[src/rtl/ad5628_spi_responder.sv]
// AD5628 octal DAC serial-interface responder: oversamples sclk/sync_n/din/ldac_n in the clk
// domain, decodes 32-bit frames and maintains per-channel input and DAC registers.
module ad5628_spi_responder #(
    parameter int unsigned   N_CH     = 8,
    parameter int unsigned   DW       = 12,
    parameter int unsigned   SYNC_STG = 2,
    parameter logic [DW-1:0] RST_CODE = '0
) (
    input  logic               clk,
    input  logic               rst,
    input  logic               sclk,
    input  logic               sync_n,
    input  logic               din,
    input  logic               ldac_n,
    output logic               frame_valid,
    output logic               frame_err,
    output logic [3:0]         cmd,
    output logic [3:0]         addr,
    output logic [DW-1:0]      data,
    output logic [N_CH*DW-1:0] dac_out
);

    localparam int unsigned CW = 6;
    localparam int unsigned FW = 31;

    typedef enum logic [1:0] {IDLE, SHIFT, COMMIT, WAIT} state_t;

    state_t                   state_q, state_nxt;
    logic [CW-1:0]            count_q, count_nxt;
    logic [FW-1:0]            shift_q, shift_nxt;
    logic                     fv_nxt, fe_nxt, commit;
    logic [N_CH-1:0][DW-1:0]  in_q, in_nxt;
    logic [N_CH-1:0][DW-1:0]  dac_q, dac_nxt;

    // pin synchronisers, lanes {ldac_n, din, sync_n, sclk}; reset to the idle bus levels
    logic [SYNC_STG-1:0][3:0] pin_sync;
    logic                     sclk_prev;
    logic                     sclk_s, sync_n_s, din_s, ldac_n_s;
    logic                     sclk_fall;

    always_ff @(posedge clk or posedge rst) begin
        if (rst) begin
            pin_sync  <= {SYNC_STG{4'b1011}};
            sclk_prev <= 1'b1;
        end else begin
            pin_sync  <= {pin_sync[SYNC_STG-2:0], {ldac_n, din, sync_n, sclk}};
            sclk_prev <= sclk_s;
        end
    end

    assign {ldac_n_s, din_s, sync_n_s, sclk_s} = pin_sync[SYNC_STG-1];
    assign sclk_fall = sclk_prev & ~sclk_s;

    // bit 31 of the frame is don't-care, so only the low 31 bits are kept
    logic [3:0]    f_cmd, f_addr;
    logic [DW-1:0] f_data;
    assign f_cmd  = shift_q[27:24];
    assign f_addr = shift_q[23:20];
    assign f_data = shift_q[19 -: DW];

    always_ff @(posedge clk or posedge rst) begin
        if (rst) begin
            state_q     <= IDLE;
            count_q     <= '0;
            shift_q     <= '0;
            frame_valid <= 1'b0;
            frame_err   <= 1'b0;
            cmd         <= '0;
            addr        <= '0;
            data        <= '0;
            in_q        <= {N_CH{RST_CODE}};
            dac_q       <= {N_CH{RST_CODE}};
        end else begin
            state_q     <= state_nxt;
            count_q     <= count_nxt;
            shift_q     <= shift_nxt;
            frame_valid <= fv_nxt;
            frame_err   <= fe_nxt;
            in_q        <= in_nxt;
            dac_q       <= dac_nxt;
            if (commit) begin
                cmd  <= f_cmd;
                addr <= f_addr;
                data <= f_data;
            end
        end
    end

    always_comb begin
        state_nxt = state_q;
        count_nxt = count_q;
        shift_nxt = shift_q;
        fv_nxt    = 1'b0;
        fe_nxt    = 1'b0;
        commit    = 1'b0;
        case (state_q)
            IDLE: begin
                if (!sync_n_s) begin
                    state_nxt = SHIFT;
                    count_nxt = '0;
                end
            end
            SHIFT: begin
                if (sync_n_s) begin
                    fe_nxt    = 1'b1;
                    state_nxt = IDLE;
                end else if (sclk_fall) begin
                    shift_nxt = {shift_q[FW-2:0], din_s};
                    count_nxt = count_q + CW'(1);
                    if (count_q == CW'(31)) state_nxt = COMMIT;
                end
            end
            COMMIT: begin
                fv_nxt    = 1'b1;
                commit    = 1'b1;
                state_nxt = WAIT;
            end
            WAIT: begin
                if (sync_n_s) state_nxt = IDLE;
            end
            default: state_nxt = IDLE;
        endcase
    end

    // command decode; an LDAC level in the same cycle sees the freshly written input values
    logic all_ch, addr_ok, sel;
    always_comb begin
        in_nxt  = in_q;
        dac_nxt = dac_q;
        all_ch  = (f_addr == 4'hF);
        addr_ok = all_ch;
        sel     = 1'b0;
        for (int k = 0; k < N_CH; k++) addr_ok = addr_ok | (f_addr == 4'(k));
        if (commit && addr_ok) begin
            for (int k = 0; k < N_CH; k++) begin
                sel = all_ch | (f_addr == 4'(k));
                case (f_cmd)
                    4'b0000: if (sel) in_nxt[k] = f_data;
                    4'b0001: if (sel) dac_nxt[k] = in_q[k];
                    4'b0010: if (sel) in_nxt[k] = f_data;
                    4'b0011: if (sel) begin
                        in_nxt[k]  = f_data;
                        dac_nxt[k] = f_data;
                    end
                    default: ;
                endcase
            end
            if (f_cmd == 4'b0010) dac_nxt = in_nxt;
        end
        if (!ldac_n_s) dac_nxt = in_nxt;
    end

    assign dac_out = dac_q;

endmodule
[config.mk]
export PLATFORM = sky130hd
export DESIGN_NAME = ad5628_spi_responder
export DESIGN_NICKNAME = d
export VERILOG_FILES = /design/src/rtl/ad5628_spi_responder.sv
export SDC_FILE = /design/constraint.sdc
export NUM_CORES = 1
export LEC_CHECK = 0
export BUFFER_PORTS_ARGS = -buffer_cell sky130_fd_sc_hd__buf_2
export CORE_MARGIN = 4
export CORE_UTILIZATION = 45
export DETAILED_ROUTE_END_ITERATION = 16
export GPL_ROUTABILITY_DRIVEN = 0
export MAX_ROUTING_LAYER = met4
export PLACE_DENSITY = 0.61
export SLEW_MARGIN = 20
export SYNTH_ARGS = -nofsm -noshare
export SYNTH_HDL_FRONTEND = slang
export SYNTH_SLANG_ARGS = --single-unit
[constraint.sdc]
create_clock -name clk -period 19.7 [get_ports clk]
set_input_delay 2.955 -clock clk [delete_from_list [all_inputs] [get_ports clk]]
set_output_delay 2.955 -clock clk [all_outputs]
set_load 0.01 [all_outputs]
==> flow_summary_export.csv, run 1 <==
group,metric,value,unit
timing,fin_setup_tns,0,ns
critical_path,critPathTopFamily,"flip-flops",
pwr,powerDensity,87.9,nW/um^2
global_routing,grt_pass1_wl,55400,um
critical_path,timing.rr.start,"ldac_n_s",
floorplanning,die_w,174,um
layout,final_nets,1276,
global_routing,grt_use_total,0.231,
floorplanning,rows,60,
run,drv_cap,0,
critical_path,cpPeakStageDelay,0.44,ns
placed_design,portBuffers,123,
routing,drcViolationCount,0,
placed_design,hpwlAfterDp,20700,um
layout,final_util,0.531,
clock_tree,cts_buffers,30,
critical_path,crit_path_top_delay_cell,"dfrtp_1",
yosys,synth_cells,1202,
critical_path,crit_start,"dac_out[11]",
floorplanning,dieArea,30400,um^2
clock_tree,cts.reportedPaths.clkPinSlew,0.06,ns
pwr,power.total,1.27,mW
timing,worstMarginPinSlew,1.10,ns
clock_tree,cts_resized,0,
timing,min_period_over_period,0.208,
global_routing,use_met3,0.0359,
critical_path,worstPathMaxFanout,2,
yosys,synth_cell_types,58,
routing,antenna_left,0,
global_routing,grt.busiest_layer,"met2",
timing,finClkSkew,0.0142,ns
global_routing,antenna_found_initial,0,
yosys,synth_warnings,0,
global_routing,grt_pass1_vias,9580,
yosys,synth_top_area_share,0.507,
routing,via_count,9978,
timing,finalSetupViolCount,0,
critical_path,crit_buf_inv,1,
critical_path,end_kind,"primary output",
yosys,synth_top_area_cell,"dfrtp_1",
yosys,synth.area.top_cells,"dfrtp_1, mux2_2, o21ai_0",
routing,vias_per_cell,5.99,
yosys,synth.most_common_cell,"dfrtp_1",
clock_tree,clock_path_buffers,3,
clock_tree,htreeDepth,1,
timing,clock.fmax,0.244,GHz
critical_path,crit_chain,"buf_2",
yosys,synth-edff-count,0,
critical_path,cp-start-kind,"register",
critical_path,crit_required,16.75,ns
timing,fin_crit,4.10,ns
yosys,synth_seq_area_share,0.522,
routing,drt_first_pass_iters,5,
layout,area_delta_synth_final,15.7,%
global_routing,gr-total-overflow,0,
layout,nFillCells,2432,
yosys,syn_nets,1209,
global_routing,grt_max_degree,119,
pwr,power.leakage,6.52,nW
yosys,async_flop_share,1.00,
global_routing,use_met2,0.346,
critical_path,crit_type,"register to primary output",
clock_tree,clkLatencyLatePin,0.56,ns
floorplanning,ios,124,
pwr,ir_drop,81.3,uV
global_routing,use_met1,0.331,
yosys,synth_seq_cells,259,
timing,hold_viol_final,0,
yosys,syn_area_per_cell,10.3,um^2
clock_tree,cts_tree,"done",
timing,rsz0062_at_grt,"false",
worst_hold_path,hold_path_startpoint,"pin_sync[2]",
floorplanning,fp.coreArea,27100,um^2
clock_tree,cts-root-buf,"clkbuf_16",
clock_tree,cts_sinks,259,
timing,slew_violations,0,
yosys,synth_ff_type,"dfrtp_1",
worst_hold_path,holdCritPathClass,"register to register",
routing,first_iter_violations,978,
routing,wl,34600,um
floorplanning,start_util,0.459,
critical_path,worstPathArrival,1.15,ns
yosys,synth_commonest_cells,"dfrtp_1, nand2_1, nor2_1, o21ai_0, clkbuf_1",
routing,post_drt_wl_per_cell,20.7,um
floorplanning,die_h,174,um
timing,relSlewSlack,0.262,
status,outcome,"complete, no violations",
clock_tree,ctsHoldBuffers,0,
layout,drive_gt1_frac,0.235,
clock_tree,cts_setup_buffers,0,
yosys,syn_area,12400,um^2
final timing paths:
kind / slack (ns) / to / cells past startpoint
max: 15.60 / dac_out[11] / 1
min: 0.35 / din_s / 0
max reg2reg: 16.45 / dac_out[7] / 4
min reg2reg: 0.35 / din_s / 0
max in group asynchronous: 15.70 / in_q[18] / 3
min in group asynchronous: 2.54 / shift_q[2] / 2
logic make-up after synthesis:
kind of cell | Yosys count | synth area share
flip-flops | 259 | 0.522
AO/OA/AOI/OAI | 347 | 0.190
buffers and inverters | 136 | 0.0468
adder cells (fa/ha/maj) | 1 | 0.00101
AND/OR/NAND/NOR | 329 | 0.122
XOR/XNOR | 7 | 0.00493
multiplexers | 123 | 0.114
metal layers:
metal,vias up,share of wire
met5,-,0
met4,0,0.022
met3,48,0.060
met2,325,0.45
met1,5016,0.47
li1,4589,-
per-stage QoR:
stage	std cells	worst slack (ns)	cell area, um^2	hold WS, ns
2_1_floorplan	1202	9.63	12400	0.331
3_3_place_gp	1608	14.98	13200	0.331
3_5_place_dp	1608	14.98	13200	0.335
4_1_cts	1664	15.55	14400	0.353
5_1_grt	1665	15.38	14400	0.353
6_report	1666	15.60	14400	0.351
registers in the layout (all words and copies together) (netlist names), 4 cells and up, named ones only:
| signal | cells |
|---|---|
| in_q | 96 |
| data | 12 |
| dac_out | 96 |
| cmd | 4 |
| addr | 4 |
| pin_sync | 6 |
| count_q | 6 |
| shift_q | 28 |
power by group:
group          switching [mW]  internal (mW)  total [mW]
clock                   0.225          0.396       0.620
combinational          0.0469         0.0295      0.0764
sequential             0.0152          0.553       0.568
total                   0.287          0.978        1.27
layout by cell type, fill, tap and decap left out, types with 3 or more instances in the layout:
| cell | n |
|---|---|
| dfrtp_1 | 252 |
| buf_2 | 123 |
| nand2_1 | 113 |
| o21ai_0 | 97 |
| nor2_1 | 96 |
| mux2_2 | 54 |
| mux2i_1 | 46 |
| a31oi_1 | 41 |
| nor3_1 | 39 |
| nand3_1 | 36 |
| a2111oi_0 | 35 |
| o22ai_1 | 34 |
| o311ai_0 | 33 |
| o22a_1 | 33 |
| a21oi_1 | 32 |
| clkbuf_16 | 30 |
| buf_4 | 27 |
| mux2_4 | 23 |
| inv_1 | 19 |
| or3_1 | 15 |
| a32o_1 | 12 |
| clkbuf_8 | 10 |
| o211ai_1 | 9 |
| xor2_1 | 7 |
| bufinv_16 | 6 |
| dfstp_2 | 6 |
| clkbuf_1 | 5 |
| nand4_1 | 4 |
| nand2b_1 | 4 |
| nor4b_1 | 3 |
| and2_1 | 3 |
| o2bb2ai_1 | 3 |
| a31o_2 | 3 |
| nor4_4 | 3 |
| clkinv_2 | 3 |
layout make-up:
cell class                      instances  area [um^2]  share of cell area
Sequential cell                       259         6490               0.451
Multi-Input combinational cell        807         5400               0.375
Clock buffer                           45          907              0.0630
Timing Repair Buffer                  150          818              0.0569
Tap cell                              372          465              0.0323
Clock inverter                         11          220              0.0153
Inverter                               21         86.3             0.00600
Antenna cell                            1         2.50            0.000174
Power figures use the tool's default switching activity.
==> run 2: changes to the inputs <==
==> constraint.sdc (replaced) <==
create_clock -name clk -period 4 [get_ports clk]
set_input_delay 0.6 -clock clk [delete_from_list [all_inputs] [get_ports clk]]
set_output_delay 0.6 -clock clk [all_outputs]
set_load 0.01 [all_outputs]
==> flow_summary_export.csv, run 2 (same netlist as run 1, synthesis figures left out) <==
group,metric,value,unit
worst_hold_path,holdCritPathClass,"primary input to register",
routing,post_drt_wl_per_cell,20.7,um
floorplanning,ios,124,
layout,final_nets,1282,
critical_path,critPathTopFamily,"simple AND/OR/NAND/NOR gates",
routing,drcViolationCount,0,
timing,fin_ws,1.17,ns
global_routing,grt_pass1_vias,9573,
floorplanning,die_w,174,um
timing,finalSetupViolCount,0,
timing,finClkSkew,0.0126,ns
critical_path,end_kind,"register",
clock_tree,clock_path_buffers,3,
timing,worstMarginPinSlew,1.06,ns
clock_tree,cts_resized,0,
pwr,power_switching_share,0.239,
clock_tree,cts.reportedPaths.clkPinSlew,0.07,ns
pwr,p_int,4.27,mW
layout,final_cell_mix,"dfrtp_1, buf_2, nand2_1, o21ai_0, nor2_1",
clock_tree,cts_sinks,259,
pwr,power.total,5.61,mW
critical_path,cpPeakStageDelay,0.85,ns
critical_path,crit_chain,"or4b_4 > nor4_4 > mux2_2 > o2bb2ai_1 > a31o_2",
floorplanning,rows,60,
critical_path,crit_required,4.43,ns
global_routing,grt_max_degree,133,
timing,slew_violations,0,
status,outcome,"complete, no violations",
placed_design,hpwlAfterDp,21100,um
clock_tree,ctsHoldBuffers,0,
layout,nFillCells,2436,
clock_tree,cts_tree,"done",
layout,drive_gt1_frac,0.229,
global_routing,grt_use_total,0.231,
layout,area_delta_synth_final,14.0,%
pwr,combPwrFrac,0.069,
routing,wl,34600,um
timing,fin_crit,2.83,ns
routing,antenna_left,0,
placed_design,portBuffers,123,
timing,clock.fmax,0.353,GHz
run,drv_cap,0,
placed_design,place_area,13300,um^2
routing,first_iter_violations,897,
global_routing,grt_pass1_wl,55600,um
clock_tree,cts-root-buf,"clkbuf_16",
floorplanning,die_h,174,um
critical_path,cp-start-kind,"register",
timing,relSlewSlack,0.289,
layout,final_area,14200,um^2
critical_path,crit_buf_inv,0,
routing,via_count,9876,
layout,final_common_cell,"dfrtp_1",
critical_path,crit_type,"register to register",
critical_path,worstPathArrival,3.26,ns
timing,min_period_over_period,0.708,
layout,finalNonFillerCells,1666,
timing,hold_viol_final,0,
global_routing,gr-total-overflow,0,
layout,antenna_cells,0,
clock_tree,clkLatencyLatePin,0.54,ns
floorplanning,start_util,0.459,
routing,vias_per_cell,5.93,
critical_path,crit_path_top_delay_cell,"nor4_4",
clock_tree,cts_setup_buffers,0,
pwr,netSwitchingPower,1.34,mW
pwr,power_frac_clock,0.433,
placed_design,dp_cells,1617,
pwr,powerDensity,396,nW/um^2
floorplanning,fp.coreArea,27100,um^2
pwr,seqPwrFrac,0.498,
critical_path,worstPathMaxFanout,12,
floorplanning,dieArea,30400,um^2
placed_design,pre_cts_ws,1.16,ns
global_routing,antenna_found_initial,0,
clock_tree,cts_buffers,28,
clock_tree,htreeDepth,1,
timing,rsz0062_at_grt,"false",
pwr,ir_drop,281,uV
pwr,power.leakage,6.42,nW
routing,drt_first_pass_iters,5,
## run 2: cell types whose count changed in the layout (fill, tap and decap cells not counted), moves of 2 or more
cell / change
clkbuf_1: +9
buf_4: +6
bufinv_16: -6
clkbuf_8: -6
buf_12: +2
## run 2: final cells by class
cell class	count	area (um^2)	share of cell area
clock buffer	47	833	0.0588
clock inverter	2	10.0	0.000706
tap	372	465	0.0328
timing repair buffer	158	903	0.0637
inverter	21	82.6	0.00582
sequential	259	6490	0.458
multi-input combinational	807	5400	0.380
## run 2: worst reg2reg max path, delay by kind of cell (launching register included)
kind             cells  cell delay (ns)
AND/OR/NAND/NOR      2             1.50
flip-flops           1             0.47
multiplexers         1             0.43
AO/OA/AOI/OAI        2             0.33
## run 2: per-layer routing
| layer | GRT usage | vias to the layer above | wire length [um] |
|---|---|---|---|
| li1 | - | 4573 | - |
| met4 | 0.0604 | 0 | 830 |
| met1 | 0.339 | 4943 | 16500 |
| met2 | 0.336 | 305 | 15300 |
| met5 | - | - | 0 |
| met3 | 0.0348 | 55 | 1870 |
## run 2: final timing paths
kind,start,endpoint,slack [ns],cells past startpoint
worst max-delay path,state_q[0],dac_out[47],1.17,5
worst min-delay path,sclk,pin_sync[0],0.16,1
worst min register to register,pin_sync[2],din_s,0.35,0
max in group asynchronous,rst,in_q[0],3.10,3
min in group asynchronous,rst,shift_q[5],0.26,3
worst max register to register,state_q[0],dac_out[47],1.17,5
## run 2: power by group through the flow
| stage | Clock, mW | Sequential, mW | Combinational [mW] |
|---|---|---|---|
| final | 2.43 | 2.79 | 0.386 |
| after global routing | 2.60 | 2.80 | 0.432 |
| after CTS | 2.49 | 2.79 | 0.393 |
| after detailed placement | 0 | 2.84 | 0.392 |
| after global placement | 0 | 2.84 | 0.386 |
| after floorplan | 0 | 2.85 | 0.213 |
## run 2: through the flow
stage               hold WS, ns  TNS (ns)   util
floorplan                 0.331     -1.98      -
finish                    0.163         0  0.523
detailed placement        0.340         0  0.492
CTS                       0.139         0  0.523
global placement          0.334         0  0.492
global route              0.140         0  0.523
==> run 3: changes to the inputs <==
--- a/config.mk
+++ b/config.mk
@@ -5,6 +5,7 @@
 export SDC_FILE = /design/constraint.sdc
 export NUM_CORES = 1
 export LEC_CHECK = 0
+export ABC_AREA = 1
 export BUFFER_PORTS_ARGS = -buffer_cell sky130_fd_sc_hd__buf_2
 export CORE_MARGIN = 4
 export CORE_UTILIZATION = 45
==> constraint.sdc (replaced) <==
create_clock -name clk -period 2.9 [get_ports clk]
set_input_delay 0.435 -clock clk [delete_from_list [all_inputs] [get_ports clk]]
set_output_delay 0.435 -clock clk [all_outputs]
set_load 0.01 [all_outputs]
==> flow_summary_export.csv, run 3 <==
group,metric,value,unit
worst_hold_path,holdCritPathClass,"primary input to async pin",
critical_path,worstPathMaxFanout,14,
yosys,synth.most_common_cell,"nand2_1",
run,drv_cap,0,
yosys,yosys.area_share.adder,0.000876,
routing,vias_per_cell,5.49,
clock_tree,htreeDepth,1,
placed_design,place_area,15300,um^2
floorplanning,ios,124,
yosys,synth_top_area_share,0.441,
routing,post_drt_wl_per_cell,17.6,um
clock_tree,cts_resized,0,
floorplanning,die_w,186,um
yosys,synth.area.top_cells,"dfrtp_1, nand2_1, nand3_1",
timing,rsz0062_at_grt,"false",
global_routing,antenna_found_initial,0,
floorplanning,start_util,0.461,
global_routing,gr-total-overflow,0,
placed_design,hpwlAfterDp,26900,um
yosys,muxShareOfSynthArea,0.000701,
pwr,power.total,8.07,mW
critical_path,crit_required,3.33,ns
yosys,syn_nets,1984,
layout,final_area,16300,um^2
layout,finalNonFillerCells,2480,
critical_path,end_kind,"register",
yosys,synth-edff-count,0,
clock_tree,cts_sinks,259,
timing,slew_violations,0,
global_routing,grt_pass1_vias,13300,
routing,drcViolationCount,0,
layout,drive_gt1_frac,0.154,
placed_design,portBuffers,123,
clock_tree,cts_tree,"done",
floorplanning,rows,64,
status,outcome,"complete, no violations",
layout,antenna_cells,0,
critical_path,worstPathArrival,2.88,ns
routing,via_count,13600,
yosys,synth_compound_area_frac,0.0623,
floorplanning,die_h,186,um
pwr,ir_drop,467,uV
global_routing,grt_use_total,0.259,
yosys,synth_warnings,0,
clock_tree,cts.reportedPaths.clkPinSlew,0.06,ns
critical_path,crit_type,"register to register",
pwr,powerDensity,494,nW/um^2
timing,min_period_over_period,0.846,
yosys,synth_xor_area_frac,0,
timing,finClkSkew,0.0307,ns
pwr,power.leakage,8.39,nW
yosys,synth_seq_area_share,0.454,
floorplanning,dieArea,34700,um^2
timing,fin_crit,2.45,ns
routing,first_iter_violations,1341,
yosys,syn_area_per_cell,7.23,um^2
yosys,synth_top_area_cell,"dfrtp_1",
layout,final_common_cell,"nand2_1",
timing,worstMarginPinSlew,1.13,ns
yosys,synth_cell_types,31,
timing,relSlewSlack,0.242,
timing,fin_ws,0.448,ns
placed_design,pre_cts_ws,0.515,ns
yosys,synth_cells,1977,
yosys,syn_area,14300,um^2
routing,drt_first_pass_iters,5,
layout,final_util,0.527,
timing,finalSetupViolCount,0,
clock_tree,cts-root-buf,"clkbuf_16",
layout,final_cell_mix,"nand2_1, nand3_1, dfrtp_1, buf_2, and2_1",
yosys,async_flop_share,1.00,
yosys,synth_top_family_by_area,"simple AND/OR/NAND/NOR gates",
layout,area_delta_synth_final,14.4,%
clock_tree,clock_path_buffers,3,
routing,antenna_left,0,
clock_tree,clkLatencyLatePin,0.56,ns
yosys,synth_ff_type,"dfrtp_1",
yosys,synth_seq_cells,259,
timing,hold_viol_final,0,
yosys,synth-simple-area-share,0.417,
global_routing,grt_max_degree,158,
floorplanning,fp.coreArea,31000,um^2
layout,final_nets,2071,
placed_design,dp_cells,2425,
clock_tree,cts_buffers,29,
routing,wl,43700,um
global_routing,grt_pass1_wl,70300,um
critical_path,cp-start-kind,"register",
timing,clock.fmax,0.408,GHz
yosys,synth_commonest_cells,"nand2_1, nand3_1, dfrtp_1, and2_1, o21ai_0",
## run 3: changes by cell type after synthesis, moves of 45 or more
cell / previous run / this run
mux2_2: 54 / 0
nor2_1: 97 / 17
nand3_1: 36 / 414
nand2_1: 113 / 731
or2_2: 1 / 56
mux2i_1: 46 / 1
and2_1: 3 / 96
inv_1: 21 / 73
## run 3: path summary, 6_finish.rpt
path,depth (start not counted),slack [ns],to,from
setup / recovery,10,0.45,dac_out[1],shift_q[23]
hold / removal,3,0.07,in_q[46],rst
setup reg to reg,10,0.45,dac_out[1],shift_q[23]
hold reg to reg,0,0.35,din_s,pin_sync[2]
max in group asynchronous,3,2.11,in_q[53],rst
min in group clk,0,0.35,din_s,pin_sync[2]
## run 3: power breakdown
part / internal (mW) / switching (mW) / total, mW
Combinational: 0.0912 / 0.353 / 0.444
Clock: 2.42 / 1.50 / 3.92
Sequential: 3.68 / 0.0322 / 3.71
## run 3: stage by stage
stage | setup TNS, ns | hold WS, ns
finish | 0 | 0.0731
global route | 0 | 0.171
CTS | 0 | 0.169
detailed placement | 0 | 0.342
global placement | 0 | 0.334
floorplan | -237.90 | 0.331
## run 3: worst max-delay path, cell delays in order, from the launching register on
cell,delay (ns)
dfrtp_1,0.45
nor2_1,0.23
nand2_1,0.09
nand2_1,0.45
nand2_1,0.49
nand2_1,0.20
nand3_1,0.11
nand3_1,0.11
nand2_1,0.08
nand2_1,0.06
nand2_1,0.04
## run 3: cell type report
cell class / instances / area [um^2]
Fill cell: 2996 / 14600
Multi-Input combinational cell: 1504 / 6880
Tap cell: 396 / 495
Sequential cell: 259 / 6490
Inverter: 88 / 337
Clock inverter: 9 / 173
Timing Repair Buffer: 182 / 1130
Clock buffer: 42 / 835
## run 3: repair_timing
action	in CTS	in global routing
setup buffers	0	0
hold buffers	4	0
hold endpoints to repair	4	0
## run 3: cells by family after synthesis
family | after synthesis
simple gates | 1333
flops | 259
buf+inv | 214
compound gates | 169
mux | 1
fa+ha+maj | 1
## run 3: per-layer routing
layer  track usage  routed length [um]  up-vias  part of all wire
met2         0.391               19800      500              0.45
met4        0.0950                1830        0             0.042
li1              -                   -     6565                 -
met3        0.0387                2860      111             0.065
met5             -                   0        -                 0
met1         0.356               19300     6447              0.44
